**config.mk**
```make
export PLATFORM = sky130hd
export DESIGN_NAME = matrix_rowcol_summer
export DESIGN_NICKNAME = d
export VERILOG_FILES = /design/src/rtl/matrix_rowcol_summer.sv
export SDC_FILE = /design/constraint.sdc
export NUM_CORES = 1
export LEC_CHECK = 0
export ABC_AREA = 1
export BUFFER_PORTS_ARGS = -buffer_cell sky130_fd_sc_hd__buf_2
export CAP_MARGIN = 20
export CORE_ASPECT_RATIO = 0.5
export CORE_MARGIN = 2
export CORE_UTILIZATION = 45
export DETAILED_ROUTE_END_ITERATION = 6
export PLACE_DENSITY = 0.62
export SLEW_MARGIN = 20
export SYNTH_ARGS = -nofsm -noshare
export SYNTH_HDL_FRONTEND = slang
export SYNTH_SLANG_ARGS = --single-unit
```
**constraint.sdc**
```tcl
create_clock -name clk -period 6.35 [get_ports clk]
set_input_delay 0.635 -clock clk [delete_from_list [all_inputs] [get_ports clk]]
set_output_delay 0.635 -clock clk [all_outputs]
set_load 0.05 [all_outputs]
```
**src/rtl/matrix_rowcol_summer.sv**
```systemverilog
// matrix_rowcol_summer: accumulates row/column/total sums of an N x N row-major frame and emits them as a beat stream
module matrix_rowcol_summer #(
  parameter int DATA_W = 8,
  parameter int N = 4,
  parameter int OUT_W = DATA_W + 2 * $clog2(N)
) (
  input  logic                 clk,
  input  logic                 rst,
  input  logic                 in_valid,
  output logic                 in_ready,
  input  logic [DATA_W-1:0]    in_data,
  output logic                 out_valid,
  input  logic                 out_ready,
  output logic [OUT_W-1:0]     out_data,
  output logic [1:0]           out_kind,
  output logic [$clog2(N)-1:0] out_idx,
  output logic                 out_last
);
  localparam int LW = $clog2(N);
  localparam int SW = DATA_W + LW;
  localparam int EW = $clog2(2 * N + 1);
  typedef enum logic {LOAD, EMIT} state_t;
  state_t state, state_nx;
  logic [2*LW-1:0] elem_cnt;
  logic [EW-1:0] emit_cnt;
  logic [SW-1:0] row_acc [N];
  logic [SW-1:0] col_acc [N];
  logic [OUT_W-1:0] total;
  logic accept, beat, frame_end, is_row, is_col;
  assign accept = in_valid & in_ready;
  assign beat = out_valid & out_ready;
  assign frame_end = beat & out_last;
  assign is_row = emit_cnt < EW'(N);
  assign is_col = emit_cnt < EW'(2 * N);
  // state register
  always_ff @(posedge clk)
    if (rst) state <= LOAD;
    else state <= state_nx;
  // next-state: leave LOAD on the last element, leave EMIT on the total beat
  always_comb begin
    state_nx = state;
    if (state == LOAD && accept && elem_cnt == (2*LW)'(N * N - 1)) state_nx = EMIT;
    if (state == EMIT && frame_end) state_nx = LOAD;
  end
  // outputs: emit counter selects the row sums, then column sums, then total
  always_comb begin
    in_ready = state == LOAD;
    out_valid = state == EMIT;
    out_last = out_valid && emit_cnt == EW'(2 * N);
    out_kind = !out_valid ? 2'd0 : is_row ? 2'd0 : is_col ? 2'd1 : 2'd2;
    out_idx = out_valid && is_col ? emit_cnt[LW-1:0] : '0;
    out_data = !out_valid ? '0 :
               is_row ? OUT_W'(row_acc[emit_cnt[LW-1:0]]) :
               is_col ? OUT_W'(col_acc[emit_cnt[LW-1:0]]) : total;
  end
  // datapath: accumulate on accepts in LOAD, step emit counter on beats, clear after the total beat
  always_ff @(posedge clk) begin
    if (rst || frame_end) begin
      elem_cnt <= '0;
      emit_cnt <= '0;
      total <= '0;
      for (int i = 0; i < N; i++) begin
        row_acc[i] <= '0;
        col_acc[i] <= '0;
      end
    end else if (accept) begin
      row_acc[elem_cnt[2*LW-1:LW]] <= row_acc[elem_cnt[2*LW-1:LW]] + SW'(in_data);
      col_acc[elem_cnt[LW-1:0]] <= col_acc[elem_cnt[LW-1:0]] + SW'(in_data);
      total <= total + OUT_W'(in_data);
      elem_cnt <= elem_cnt + 1'b1;
    end else if (beat) begin
      emit_cnt <= emit_cnt + 1'b1;
    end
  end
endmodule

```
### Word level (Yosys, flattened, before mapping)

Memory sizes are Yosys's and may differ from the RTL's. A register that Yosys moved wholly into a read port is not among the register bits.
Index checks and enable logic that the tools add are counted.

* bitwise operators: 5
* multiplexer cells: 26
* add/subtract/negate cells: 5
* div/mod/pow operators: 0
* reductions and logical operators: 10
* equal/unequal tests: 2
* multipliers: 0
* shift-type cells: 0
* order comparisons: 2

Operators with widths (number)
* $mux W12: 3
* $mux W2: 14
* $add A10 B8 Y10: 2
* $mux W10: 2
* $reduce_or A10 Y1: 2
* $add A12 B8 Y12: 1
* $add A4 B1 Y4 const B: 2
* $eq A4 B4 Y1 const B: 2
* $mux W1: 7
* $logic_and A1 B1 Y1: 5
* $lt A4 B3 Y1 const B: 1
* $lt A4 B4 Y1 const B: 1
* $and A1 B1 Y1: 3
* $not A1 Y1: 2
* $reduce_and A2 Y1: 1
* $reduce_or A2 Y1: 1
* $logic_or A1 B1 Y1: 1

* memory bits (read-only): 0
* memory bits (writable): 80
* register bits after elaboration: 21
* latch bits: 0
* bits of input ports: 12
* memories: 2

Memories
* col_acc: depth 4, width 10, read ports 2, clocked after Yosys merged registers in 2, wr ports 4, RTL line 27 `logic [SW-1:0] col_acc [N];`
* row_acc: depth 4, width 10, read ports 2, clocked after Yosys merged registers in 2, wr ports 4, RTL line 26 `logic [SW-1:0] row_acc [N];`

### Depth between registers and ports, before layout

* word-level depth: 8
* mapped depth: 15
* depth with buffers taken out: 14

### Least setup slack after synthesis

OpenSTA, ideal clock, no wires.

* path kind: flip-flop to flip-flop
* start point: register (tool-made name)
* end point: memory col_acc[0][6] in the netlist's numbering (data pin)
* required time: 6093 ps
* stages on the path, launching flop included: 14
* buffers on the path: 2
* setup slack: 3625 ps
* data arrival time: 2468 ps
* setup time: 257 ps
* cell sequence: dfxtp_1 clkbuf_1 buf_1 nor2_1 o22ai_1 ha_1 inv_1 fa_1 o21ai_0 nand2_1 o21ai_0 nand2_1 nand3_1 nor2_1

RTL lines (RTL line)
* end, declared: 27

==> flow_summary.toml <==
[clock_tree]
cts_tree = "built"
clk_pin_slew_worst_paths_ns = 0.07
cts_resized = 0
cts-root-buf = "clkbuf_16"
cts_sinks = 107
clk_latency_ns = 0.35
cts-buffers-inserted = 9
cts_buffer_depth = 2
hold_buffers = 0
cts_setup_buffers = 0
htree_levels = 3

[yosys]
synth_top_area_share_pct = 37.6
synthesis.area_sq_um = 6390
synth_area_per_cell_sq_um = 7.88
synthXorXnorAreaFrac_pct = 1.37
synth-edff-count = 80
syn_inst = 811
synth-simple-area-share_pct = 26.4
yosysSeqAreaShare_pct = 46.1
synthTopCellsByCount = "nand2_1, nor2_1, edfxtp_1, o21ai_0, inv_1"
synthMostInstantiatedCell = "nand2_1"
yosys_warnings = 0
synth_fa_ha_area_share_pct = 6.23
synth_top_family_by_area = "simple AND/OR/NAND/NOR gates"
postSynth.asyncResetShare_pct = 0
synth.top_cells.by_area = "edfxtp_1, nand2_1, nor2_1"
synthDistinctLibCells = 37
muxShareOfSynthArea_pct = 0
synth_top_cell_by_area = "edfxtp_1"
synth_nets = 853
synth_seq_cells = 107
synth-compound-area-share_pct = 12.9
synth_flop_cell = "edfxtp_1"

[detailed_routing]
post_drt_wl_per_cell_um = 17.7
routed_wl_um = 18000
vias_per_cell = 5.52
drt_first_pass_iters = 5
num_vias = 5630
drc = 0
ant_nets = 0
drt_iter0_drc = 476

[critical_path]
critical_path.top_delay_family = "buffers and inverters"
cp-end-kind = "output port"
slowest_stage = "inv_1"
timing_worst_setup_path_type = "reg2out"
crit_fanout = 42
critPathBufInv = 5
crit_chain = "buf_4, inv_1, buf_4, nor2_1, o21ai_0, nand2_1, o211ai_1, nand2_1, inv_1, buf_2"
arrival_ns = 2.97
cp-start-kind = "register"
crit_required_ns = 5.71
cp_slowest_stage_delay_ns = 0.59

[pwr]
vdd_drop_max_uv = 140
power_density_nw_per_um2 = 242
leakagePower_nw = 2.99

[timing]
fin_crit_sh_pct = 56.8
max_slew.worst_pin.slew_ns = 0.951
setup_slack_ns = 2.74
finalSetupViolCount = 0
rsz0062_at_grt = "no"
timing.fmax_mhz = 277
hold_viol = 0
period_minus_slack_ns = 3.61
totalNegativeSetupSlack_ns = 0
skew_ns = 0.00842
slew_headroom_pct = 36.3
slew_viol_final = 0

[floorplanning]
rows = 30
dieArea_sq_um = 15200
die_h_um = 88.2
io_pins = 31
die_x_um = 172
start_util_pct = 46.6
core_area_sq_um = 13700

[layout]
area_growth_pct = 8.62
multi_input_area_sq_um = 2990
drive_gt1_share_pct = 8.21
ff_latch_area_sq_um = 2940
nets = 865
diodes = 0
fill_cells = 1318
stdcell_area_sq_um = 6940

[global_route]
antenna_found_initial = 0
track_usage_pct = 24.5
grt_max_degree = 43
grt_first_pass_wirelength_um = 27500
grt-ovfl-total = 0
grt_pass1_vias = 5117

[placed_design]
port_buffers = 30
detailedPlace.worstSlack_ns = 3.11
finalWeightedCongestion = 0.874
placed_cell_area_sq_um = 6670
hpwl_um = 12100

[worst_hold_path]
hold_path_class = "reg2reg"
min-delay-start = "total[5]"

[run]
cap_viol_max_count = 0

[status]
status = "finished clean"
-- cell usage in the layout (no fill, tap or decap), types with 3 or more instances in the layout --
cell type    n
o21ai_0     76
ha_1        27
a21oi_1     30
xor2_1       5
nand2_1    158
dfxtp_1     27
buf_2       30
or2_2        3
nor2_1     155
nand2_4      3
nand3_1     59
nor3_1       7
edfxtp_1    80
inv_2        3
buf_4        6
o211ai_1     7
xnor2_1      5
nand3b_1     4
o22ai_1     28
fa_1         3
clkbuf_16    9
inv_1       72
-- registers in the layout, indices dropped and copies added, names as in the netlist, named ones only --
signal	cells
elem_cnt	4
col_acc	40
out_valid	1
total	12
emit_cnt	4
row_acc	40
-- where the power goes --
part	leakage (nW)	total, mW	switching (mW)	internal [mW]
sequential	1.05	0.835	0.0322	0.803
combinational	1.81	0.322	0.213	0.109
clock	0.128	0.525	0.259	0.267
total	2.99	1.68	0.504	1.18
-- logic make-up (layout without fill, tap and decap cells) --
logic type | count (synthesis) | after routing
AND/OR/NAND/NOR | 401 | 401
AO/OA/AOI/OAI | 150 | 150
buffers and inverters | 113 | 130
flip-flops | 107 | 107
adder cells (fa/ha/maj) | 30 | 30
XOR/XNOR | 10 | 10
-- metal layers --
| metal | vias to the layer above | GRT usage [%] | part of all wire [%] | wire, um |
|---|---|---|---|---|
| met1 | 2654 | 35.7 | 45 | 8170 |
| met4 | 0 | 6.65 | 1.3 | 236 |
| met5 | - | 0 | 0 | 0 |
| met3 | 19 | 3.98 | 8.8 | 1590 |
| met2 | 221 | 38.5 | 44 | 8010 |
| li1 | 2736 | - | - | - |
-- tightest hold or removal path: cells and delay by family (launching register included) --
kind	cells	cell delay, ns
DFF	1	0.33
and+or+nand+nor	2	0.11
-- per-stage QoR --
step                      instances  utilization (%)  power, mW  hold slack, ns
final                          1020             50.6       1.68           0.483
after global routing           1020             50.6       1.76           0.524
after CTS                      1020             50.6       1.68           0.484
after detailed placement       1004             48.7       1.17           0.472
after global placement         1004             48.7       1.16           0.467
after floorplan                 811                -       1.08           0.447
-- worst paths after layout --
check,end,slack [ns],cells after the start
worst min-delay path,total[5],0.48,2
worst max-delay path,out_data[1],2.74,10
worst max register to register,col_acc[0][6],3.06,11
worst min register to register,total[5],0.48,2
-- area by class of cell --
type | instances | share of cell area (%)
multi-input cells | 591 | 43.1
repair buffers | 36 | 2.81
clock buffers | 10 | 3.30
flip-flops and latches | 107 | 42.4
clock inverters | 6 | 0.613
well taps | 192 | 3.46
inverters | 78 | 4.26
No activity file was read; power rests on OpenSTA's default activity.
